File: src/rtl/demux_pkg.sv
// Shared constants, types and helpers for the 1-to-N stream demultiplexer.
package demux_pkg;

    localparam int DEMUX_MAX_OUT = 16;
    localparam int DEMUX_CNT_W   = 8;

    typedef logic [DEMUX_CNT_W-1:0] drop_cnt_t;

    // True when a (zero-extended) select value addresses an existing channel.
    function automatic logic sel_in_range(input logic [31:0] sel, input logic [31:0] n);
        return (sel < n);
    endfunction

endpackage

File: src/rtl/demux_slot.sv
// One-entry valid/ready register slot. A load always wins over a drain on the
// same edge, which gives bubble-free back-to-back delivery. The parent only
// asserts load while free_o is high, so an occupied slot is never overwritten.
module demux_slot
    import demux_pkg::*;
#(
    parameter int DATA_W = 8
) (
    input  logic              clk_i,
    input  logic              rst_n_i,
    input  logic              load_i,
    input  logic [DATA_W-1:0] d_i,
    input  logic              ready_i,
    output logic              valid_o,
    output logic [DATA_W-1:0] q_o,
    output logic              free_o
);

    logic              valid_q;
    logic              valid_d;
    logic [DATA_W-1:0] data_q;
    logic [DATA_W-1:0] data_d;

    // Next state: reload keeps valid high, otherwise a handshake empties the slot.
    always_comb begin
        valid_d = valid_q;
        data_d  = data_q;
        if (load_i) begin
            valid_d = 1'b1;
            data_d  = d_i;
        end else if (ready_i) begin
            valid_d = 1'b0;
        end
    end

    // Slot register; data only changes on a load, so it is stable while empty.
    always_ff @(posedge clk_i) begin
        if (!rst_n_i) begin
            valid_q <= 1'b0;
            data_q  <= '0;
        end else begin
            valid_q <= valid_d;
            data_q  <= data_d;
        end
    end

    assign valid_o = valid_q;
    assign q_o     = data_q;
    assign free_o  = ~valid_q | ready_i;

endmodule

File: src/rtl/demux_1ton_stream.sv
// Routes one valid/ready stream to one of N_OUT registered output slots, or to
// all of them at once on a broadcast beat. Beats addressed beyond the last
// channel are accepted, discarded, flagged and counted.
module demux_1ton_stream
    import demux_pkg::*;
#(
    parameter int DATA_W = 8,
    parameter int N_OUT  = 4,
    parameter int SEL_W  = $clog2(N_OUT),
    parameter int CNT_W  = 8
) (
    input  logic                    clk_i,
    input  logic                    rst_n_i,
    input  logic                    in_valid_i,
    output logic                    in_ready_o,
    input  logic [DATA_W-1:0]       in_data_i,
    input  logic [SEL_W-1:0]        in_sel_i,
    input  logic                    in_bcast_i,
    output logic [N_OUT-1:0]        out_valid_o,
    input  logic [N_OUT-1:0]        out_ready_i,
    output logic [N_OUT*DATA_W-1:0] out_data_o,
    output logic                    err_pulse_o,
    output logic [CNT_W-1:0]        drop_cnt_o
);

    logic [N_OUT-1:0] slot_free;
    logic [N_OUT-1:0] sel_hit;
    logic [N_OUT-1:0] slot_load;
    logic             sel_ok;
    logic             route_ready;
    logic             accept;
    logic             drop_ev;
    logic             err_q;
    logic             err_d;
    logic [CNT_W-1:0] cnt_q;
    logic [CNT_W-1:0] cnt_d;

    // Select decode: one-hot channel hit plus range check (N_OUT need not be 2^k).
    always_comb begin
        sel_ok = sel_in_range(32'(in_sel_i), 32'(N_OUT));
        for (int k = 0; k < N_OUT; k++) begin
            sel_hit[k] = (32'(in_sel_i) == 32'(k));
        end
    end

    // Ready depends only on slot occupancy and out_ready, never on in_valid.
    always_comb begin
        if (in_bcast_i) begin
            route_ready = &slot_free;
        end else if (sel_ok) begin
            route_ready = |(sel_hit & slot_free);
        end else begin
            route_ready = 1'b1;
        end
    end

    // Holding ready low during reset keeps an in-flight beat from being taken.
    assign in_ready_o = rst_n_i & route_ready;
    assign accept     = in_valid_i & in_ready_o;
    assign drop_ev    = accept & ~in_bcast_i & ~sel_ok;

    // Slot write enables: broadcast is all-or-nothing because ready required every slot free.
    always_comb begin
        slot_load = '0;
        if (accept) begin
            slot_load = in_bcast_i ? {N_OUT{1'b1}} : sel_hit;
        end
    end

    // Drop flag and saturating drop counter next state.
    always_comb begin
        err_d = drop_ev;
        cnt_d = cnt_q;
        if (drop_ev && (cnt_q != {CNT_W{1'b1}})) begin
            cnt_d = cnt_q + CNT_W'(1);
        end
    end

    // Error pulse and drop counter registers.
    always_ff @(posedge clk_i) begin
        if (!rst_n_i) begin
            err_q <= 1'b0;
            cnt_q <= '0;
        end else begin
            err_q <= err_d;
            cnt_q <= cnt_d;
        end
    end

    assign err_pulse_o = err_q;
    assign drop_cnt_o  = cnt_q;

    for (genvar k = 0; k < N_OUT; k++) begin : g_slot
        demux_slot #(
            .DATA_W (DATA_W)
        ) u_slot (
            .clk_i   (clk_i),
            .rst_n_i (rst_n_i),
            .load_i  (slot_load[k]),
            .d_i     (in_data_i),
            .ready_i (out_ready_i[k]),
            .valid_o (out_valid_o[k]),
            .q_o     (out_data_o[k*DATA_W +: DATA_W]),
            .free_o  (slot_free[k])
        );
    end

endmodule

File: config.mk
export PLATFORM = sky130hd
export DESIGN_NAME = demux_1ton_stream
export DESIGN_NICKNAME = d
export VERILOG_FILES = /design/src/rtl/demux_pkg.sv /design/src/rtl/demux_slot.sv /design/src/rtl/demux_1ton_stream.sv
export SDC_FILE = /design/constraint.sdc
export NUM_CORES = 1
export LEC_CHECK = 0
export CAP_MARGIN = 10
export CORE_UTILIZATION = 35
export DETAILED_ROUTE_END_ITERATION = 8
export PLACE_DENSITY = 0.73
export SYNTH_ARGS = -nofsm -noshare
export SYNTH_HDL_FRONTEND = slang
export SYNTH_SLANG_ARGS = --single-unit
File: constraint.sdc
create_clock -name clk_i -period 3.45 [get_ports clk_i]
set_input_delay 0.345 -clock clk_i [delete_from_list [all_inputs] [get_ports clk_i]]
set_output_delay 0.345 -clock clk_i [all_outputs]
set_load 0.005 [all_outputs]
==> metrics, run 1 <==
P_leak approximately 0.86 nW; Max-cap violations 0; synth top area cells dfxtp_1, mux2i_1, nand2_1; Net Sw Frac 24.5%; Seq/Total Area, Yosys 47.0%; Most used DFF post-synth dfxtp_1; Critical Path Source in_sel_i[1]; CP max stage cell mux4_2; Skew-Pair Late Insertion Delay ~280 ps; clock tree sinks 36; FF-to-FF Start g_slot[1].u_slot.valid_o; synthesized area per cell a little under 10 sq um; Sum Neg Setup Slack 0 ps; clock share of power 29.9%; Area growth syn-to-layout 40.6%; Placed Cells incl. Taps 250; final WL 3210 um; most numerous cell in the Yosys netlist nand2_1; Seq pwr share between 50% and 60%; register bit count reported by yosys 36; Post-Layout Cell Count 257; Hold Crit Start g_slot[2].u_slot.q_o[5]; Max IR drop VDD 279 uV; CTS root buf clkbuf_8; site row count 23; detailed placement HPWL 2260 um; EDFF count, synth 0; largest net degree at the start of global routing 44; Area after DPL 2080 sq um; Fillers around 380; Power Dens Cells 421 nW/um^2; YS warnings 0; Syn Inst Count approximately 160; Final GP Congestion 0.677; Worst setup EP type primary output; Comb power frac roughly 20%; vias per cell 4.63; Die Wd 68.2 um; drt first pass iters 4; initial antenna violation count 0; crit-path cells clkdlybuf4s50_1 > mux4_2 > a211oi_1 > clkdlybuf4s50_1; Reg clk slew, reported paths 60 ps; 1st-iter DRT viols 57; top cell type's share of synthesized area 47.0%; Worst slew margin between 60 and 70%; CTS max path bufs 2; critical path depth in cells 4; Max Slew Vio Count 0; Final setup viols 0; Tmin final 2690 ps; total CTS buffers 5; post-synth top area cell dfxtp_1; vias in the first global route 1105; buffers added on ports 54; post-route cell area around 2200 sq um; Initial Util 37.3%; DR WL/cell about 12 um; Register Area between 700 and 800 sq um; CP Data Arrival Time 2350 ps; fmax 372 MHz; Worst Setup Start Kind input port; # diodes 0; cts repair resizes 0; fin nets 225; CP max stage delay 630 ps; critical path endpoint in_ready_o; RSZ-0062 raised after global routing false; gr usage total 15.1%; via count 1189; Reg-to-Reg End g_slot[2].u_slot.q_o[1]; chip height slightly below 70 um; Netlist cell types 20; # hold bufs at CTS 0; Post-CTS Setup Bufs 0; DRC 0; Buf/Inv on CP 2; measured slew at the worst slew-check pin 522 ps; CP required 3110 ps; area of the multi-input gates 711 sq um; Post-DRT Antenna Nets 0; CP most frequent cell clkdlybuf4s50_1; kind of critical path input port to primary output; Switch Pwr 0.000222 W; cell count of the worst reg-to-reg path 5; CP max FO 5; core area between 4000 and 5000 sq um; CTS H-Tree Depth 2; FF-to-FF setup slack 1320 ps; fin crit share between 70% and 80%; first-pass GRT wire length 5020 um; clock skew 4.18 ps; io pins between 60 and 70; final hold violation count 0; CTS tree done; Top Family by Delay on Critical Path buffers and inverters; Hold Crit Class flop to flop; Pint 0.000686 W; die area roughly 4700 sq um; ys async rst share 0%; Synth top cells by count nand2_1, dfxtp_1, mux2i_1, buf_4, clkbuf_1; layout cell share with drive strength beyond 1 6.76%; synthesized area 1530 sq um; global route overflow 0; status finished, final reports clean
## per-stage QoR
stage | hold slack (ps) | worst slack (ps) | util (%) | total power (W)
6_report | 459 | 758 | 52.4 | 0.000909
3_5_place_dp | 445 | 764 | 50.5 | 0.000648
3_3_place_gp | 445 | 748 | 50.5 | 0.000647
4_1_cts | 461 | 750 | 52.4 | 0.000923
2_1_floorplan | 451 | 1680 | - | 0.000560
5_1_grt | 479 | 666 | 52.4 | 0.000959
## power groups by stage
stage,combinational (W),clock [W],sequential (W)
6_report,0.000178,0.000272,0.000459
5_1_grt,0.000196,0.000301,0.000463
4_1_cts,0.000181,0.000283,0.000459
3_5_place_dp,0.000180,0,0.000468
3_3_place_gp,0.000179,0,0.000468
2_1_floorplan,0.0000908,0,0.000469
## layout by cell type, fill, tap and decap left out, types with 2 or more instances in the layout
cell	netlist	routed
clkbuf_8	0	5
dfxtp_1	36	36
buf_4	15	4
conb_1	1	9
clkdlybuf4s50_1	0	54
nand2_1	40	40
mux2i_1	32	32
nor2b_1	4	4
a2111oi_4	0	2
o21a_1	4	4
inv_1	4	4
a21oi_1	3	3
## sequential cells by signal, indices dropped and copies added, names as in the netlist
signal,count
g_slot.u_slot.q_o,32
g_slot.u_slot.valid_o,4
## cell type report
cell class / count / share of cell area [%]
repair buffers: 58 / 26.5
clock inverters: 1 / 0.232
well taps: 50 / 2.90
clock buffers: 6 / 3.36
inverters: 4 / 0.696
multi-input cells: 102 / 32.9
flip-flops and latches: 36 / 33.4
## worst reg2reg max path, delay by kind of cell, from the launching register on
family / cells / cell delay [ps]
compound gates: 1 / 550
buf+inv: 1 / 270
flops: 1 / 310
mux: 2 / 770
simple gates: 1 / 150
## logic make-up after synthesis
family,Yosys count,share of synthesized area (%)
AOI/OAI and AO/OA,14,7.67
buffers and inverters,26,10.6
DFF,36,47.0
muxes,33,22.3
other,1,0.244
and+or+nand+nor,46,12.2
## per-layer routing
layer | vias up | track usage, % | share of wire (%)
met4 | 0 | 6.25 | 1.7
met1 | 545 | 16.6 | 46
met3 | 7 | 5.83 | 6.9
met5 | - | 0 | 0
li1 | 598 | - | -
met2 | 39 | 25.6 | 46
## worst min-delay path by stage
stage | endpoint | slack (ps) | cells after the start
finish | g_slot[2].u_slot.q_o[5] | 460 | 2
global route | g_slot[2].u_slot.q_o[5] | 480 | 2
CTS | g_slot[0].u_slot.q_o[3] | 460 | 2
detailed placement | g_slot[2].u_slot.q_o[1] | 450 | 2
global placement | g_slot[1].u_slot.q_o[0] | 440 | 2
floorplan | g_slot[0].u_slot.q_o[0] | 450 | 2
Note: power is estimated with default switching activity, not from simulation.
==> run 2, diff against run 1 <==
PLACE_DENSITY = 0.75   (was 0.73)
clock period = 2.4 ns   (was 3.45 ns; I/O delays follow)
==> run 2 against run 1 <==
Compared with the run above: sequential share of layout area fell by 1.5 points; non-clock buffer count rose by 5; critical path depth rose by 1.
==> metrics, run 2 (same netlist as run 1, synthesis figures left out) <==
Initial Util 37.3%; Reg-to-Reg End g_slot[1].u_slot.q_o[0]; Max Slew Vio Count 0; largest net degree at the start of global routing 44; CP max FO 2; CP Data Arrival Time 2060 ps; Worst Setup Start Kind input port; detailed placement HPWL 2450 um; CTS H-Tree Depth 2; Hold Crit Start g_slot[0].u_slot.q_o[1]; vias per cell about 4.7; die area 4650 sq um; Post-DRT Antenna Nets 0; cell count of the worst reg-to-reg path 6; Tmin final 2300 ps; most frequent cells in the layout clkdlybuf4s50_1, nand2_1, dfxtp_1; Hold EP g_slot[0].u_slot.q_o[1]; Skew-Pair Late Insertion Delay 280 ps; final hold violation count 0; Post-Layout Cell Count around 260; kind of critical path input port to primary output; buffers added on ports 54; Final setup viols 0; status finished, final reports clean; # diodes 0; CTS max path bufs 2; Sum Neg Setup Slack 0 ps; Reg clk slew, reported paths 70 ps; Max-cap violations 0; Worst setup EP type primary output; Die Wd around 68 um; Placed Cells incl. Taps between 200 and 300; layout cell share with drive strength beyond 1 9.86%; CTS root buf clkbuf_8; RSZ-0062 raised after global routing false; io pins 64; via count 1239; CTS tree done; commonest non-fill, non-tap cell in the layout clkdlybuf4s50_1; Fillers 389; Final GP Congestion 0.748; site row count 23; fmax 435 MHz; initial antenna violation count 0; final WL approximately 3500 um; total CTS buffers 5; CP required 2160 ps; Max IR drop VDD ~440 uV; clock skew 8.04 ps; clock tree sinks 36; first-pass GRT wire length 5330 um; Hold Path Depth 2; global route overflow 0; FF-to-FF setup slack 380 ps; drt first pass iters 4; DR WL/cell 13.4 um; Power Dens Cells 668 nW/um^2; fin nets 230; total power roughly 0.0015 W; Area growth syn-to-layout 47.2%; fin crit share 95.7%; P_leak just over 0.9 nW; 1st-iter DRT viols 51; DRC 0; FF-to-FF Start g_slot[3].u_slot.valid_o; Largest register FFs 32; chip height 68.2 um; core area 4120 sq um; # hold bufs at CTS 0; Hold Crit Class flop to flop; vias in the first global route 1158; gr usage total 16.0%
-- run 2: repair_timing --
action                                  4_1_cts  5_1_grt
hold endpoints to repair                      0        0
gates resized for setup                       0        1
buffers inserted                              0        0
endpoints found under the setup margin        0        1
-- run 2: power breakdown --
group / switching (W) / internal, W / leakage (nW)
Combinational: 0.000110 / 0.000161 / 0.562
Clock: 0.000209 / 0.000367 / 0.0645
Sequential: 0.0000224 / 0.000639 / 0.295
Total: 0.000341 / 0.00117 / 0.922
-- run 2: final cells by class --
type	instances	area, sq um	share of cell area (%)
Inverter	4	15.0	0.665
Sequential cell	36	721	31.9
Timing Repair Buffer	63	623	27.6
Tap cell	50	62.6	2.77
Clock buffer	7	96.3	4.27
Multi-Input combinational cell	102	711	31.5
Clock inverter	1	30.0	1.33
-- run 2: worst max-delay path by stage --
stage	start	endpoint	slack, ps
2_1_floorplan	g_slot[3].u_slot.valid_o	g_slot[1].u_slot.q_o[0]	630
3_3_place_gp	in_sel_i[1]	in_ready_o	60
3_5_place_dp	in_sel_i[1]	g_slot[1].u_slot.q_o[5]	20
4_1_cts	in_sel_i[1]	in_ready_o	20
5_1_grt	out_ready_i[3]	in_ready_o	20
6_report	out_ready_i[3]	in_ready_o	100
-- run 2: metal layers --
layer / GRT usage, % / wire, um / vias to the layer above
li1: - / - / 607
met4: 6.25 / 63 / 0
met3: 6.33 / 293 / 7
met2: 25.7 / 1570 / 52
met5: 0 / 0 / -
met1: 19.0 / 1610 / 573
-- run 2: critical path, stage by stage --
cell and delay [ps]:
clkdlybuf4s50_1 480, nor2b_1 70, mux4_2 490, a211oi_1 250
clkdlybuf4s50_1 530
-- run 2: per-stage QoR --
step                setup WS, ps  instance area (sq um)  util (%)  hold slack [ps]
floorplan                    627                   1560         -              408
global placement            56.1                   2130      51.7              444
detailed placement          18.0                   2130      51.7              446
CTS                         24.4                   2260      54.8              462
global route                23.5                   2260      54.9              473
finish                       103                   2260      54.9              459
==> run 3, diff against run 2 <==
SETUP_SLACK_MARGIN = 0.5   (was default)
==> run 3 against run 2 <==
Compared with the run above: clock skew shrank 3.1 ps; core utilization grew 2.3 points; clock power is essentially flat; fmax grew 16%; sequential power is essentially flat; critical endpoint is now g_slot[2].u_slot.q_o[5]; critical path type is now flop to flop; sequential share of layout area shrank 1.1 points; hold slack lost 22 ps.
==> metrics, run 3 (same netlist as run 1, synthesis figures left out) <==
RSZ-0062 raised after global routing true; Max IR drop VDD roughly 440 uV; largest net degree at the start of global routing 44; Tmin final 1970 ps; buffers added on ports 54; Largest register FFs 32; final hold violation count 0; most frequent cells in the layout clkdlybuf4s50_1, nand2_1, mux2i_1, dfxtp_1, conb_1; first-pass GRT wire length approximately 5500 um; CTS max path bufs 2; layout cell share with drive strength beyond 1 16.6%; CTS root buf clkbuf_8; io pins 64; initial antenna violation count 0; Post-DRT Antenna Nets 0; vias in the first global route 1198; CP Data Arrival Time 2180 ps; final WL 3640 um; fmax 507 MHz; die area ~4700 sq um; status finished, final reports clean; global route overflow 0; detailed placement HPWL 2450 um; clock tree sinks 36; kind of critical path flop to flop; chip height a little under 70 um; Power Dens Cells 650 nW/um^2; Sum Neg Setup Slack 0 ps; Comb power frac 19.2%; total CTS buffers 5; Post-Layout Cell Count 267; Switch Pwr roughly 0.00035 W; Final GP Congestion 0.748; clock share of power 37.5%; Reg clk slew, reported paths 70 ps; drt first pass iters 4; Initial Util 37.3%; Final setup viols 0; Area growth syn-to-layout 53.5%; CTS H-Tree Depth 2; Pint about 0.0012 W; via count 1273; Worst Setup Start Kind flop; Net Sw Frac 22.7%; Die Wd 68.2 um; Max Slew Vio Count 0; fin nets 234; commonest non-fill, non-tap cell in the layout clkdlybuf4s50_1; Max-cap violations 0; Seq pwr share 43.3%; Worst setup EP type flop; # diodes 0; vias per cell 4.77; Hold Crit Class input port to flop; DR WL/cell between 10 and 15 um; P_leak 0.962 nW; DRC 0; CP max FO 5; core area 4120 sq um; 1st-iter DRT viols between 50 and 60; clock skew approximately 5 ps; fin crit share 82.1%; CTS tree done; Skew-Pair Late Insertion Delay roughly 280 ps; gr usage total 16.5%; FF-to-FF setup slack 430 ps; site row count 23; Placed Cells incl. Taps 255; CP required 2610 ps
## run 3: layout make-up
class	instances	area [sq um]
Sequential cell	36	726
Tap cell	50	62.6
Clock buffer	7	96.3
Multi-Input combinational cell	102	749
Fill cell	371	1760
Timing Repair Buffer	67	676
Clock inverter	1	30.0
Inverter	4	15.0
## run 3: worst max-delay path: stages, from the launching register on
cell and delay, ps:
dfxtp_2 320, nor2b_4 120, mux4_2 500, buf_6 160
a2111oi_4 320, buf_4 180, buf_12 110, mux2i_1 190
## run 3: power groups by stage
stage | combinational, W | clock [W] | sequential (W)
floorplan | 0.000131 | 0 | 0.000675
global placement | 0.000268 | 0 | 0.000675
detailed placement | 0.000272 | 0 | 0.000675
CTS | 0.000297 | 0.000588 | 0.000663
global route | 0.000319 | 0.000616 | 0.000667
finish | 0.000295 | 0.000574 | 0.000663
## run 3: repair_timing
action	CTS	global route
gates resized for setup	23	5
hold buffers	0	0
endpoints found under the setup margin	36	30
gates cloned	1	0
buffers inserted	2	1
pin swaps	3	3
## run 3: path summary, 6_finish.rpt
path              cells after the start                  endpoint                startpoint
hold reg to reg                       2   g_slot[0].u_slot.q_o[1]   g_slot[0].u_slot.q_o[1]
hold / removal                        3  g_slot[2].u_slot.valid_o            out_ready_i[2]
setup / recovery                      7   g_slot[2].u_slot.q_o[5]  g_slot[3].u_slot.valid_o
setup reg to reg                      7   g_slot[2].u_slot.q_o[5]  g_slot[3].u_slot.valid_o
## run 3: per-layer routing
metal	global-route usage (%)	up-vias	wire length [um]
met5	0	-	0
met1	19.3	595	1610
met2	27.1	56	1670
met3	6.33	7	298
met4	6.25	0	63
li1	-	615	-
## run 3: stage by stage
step / setup slack, ps / util, % / area [sq um] / total power, W / hold WS [ps]
3_3_place_gp: 56.1 / 51.7 / 2130 / 0.000943 / 444
2_1_floorplan: 627 / - / 1560 / 0.000805 / 408
4_1_cts: 430 / 57.1 / 2350 / 0.00155 / 411
3_5_place_dp: 18.0 / 51.7 / 2130 / 0.000947 / 446
5_1_grt: 355 / 57.2 / 2350 / 0.00160 / 452
6_report: 428 / 57.2 / 2350 / 0.00153 / 437
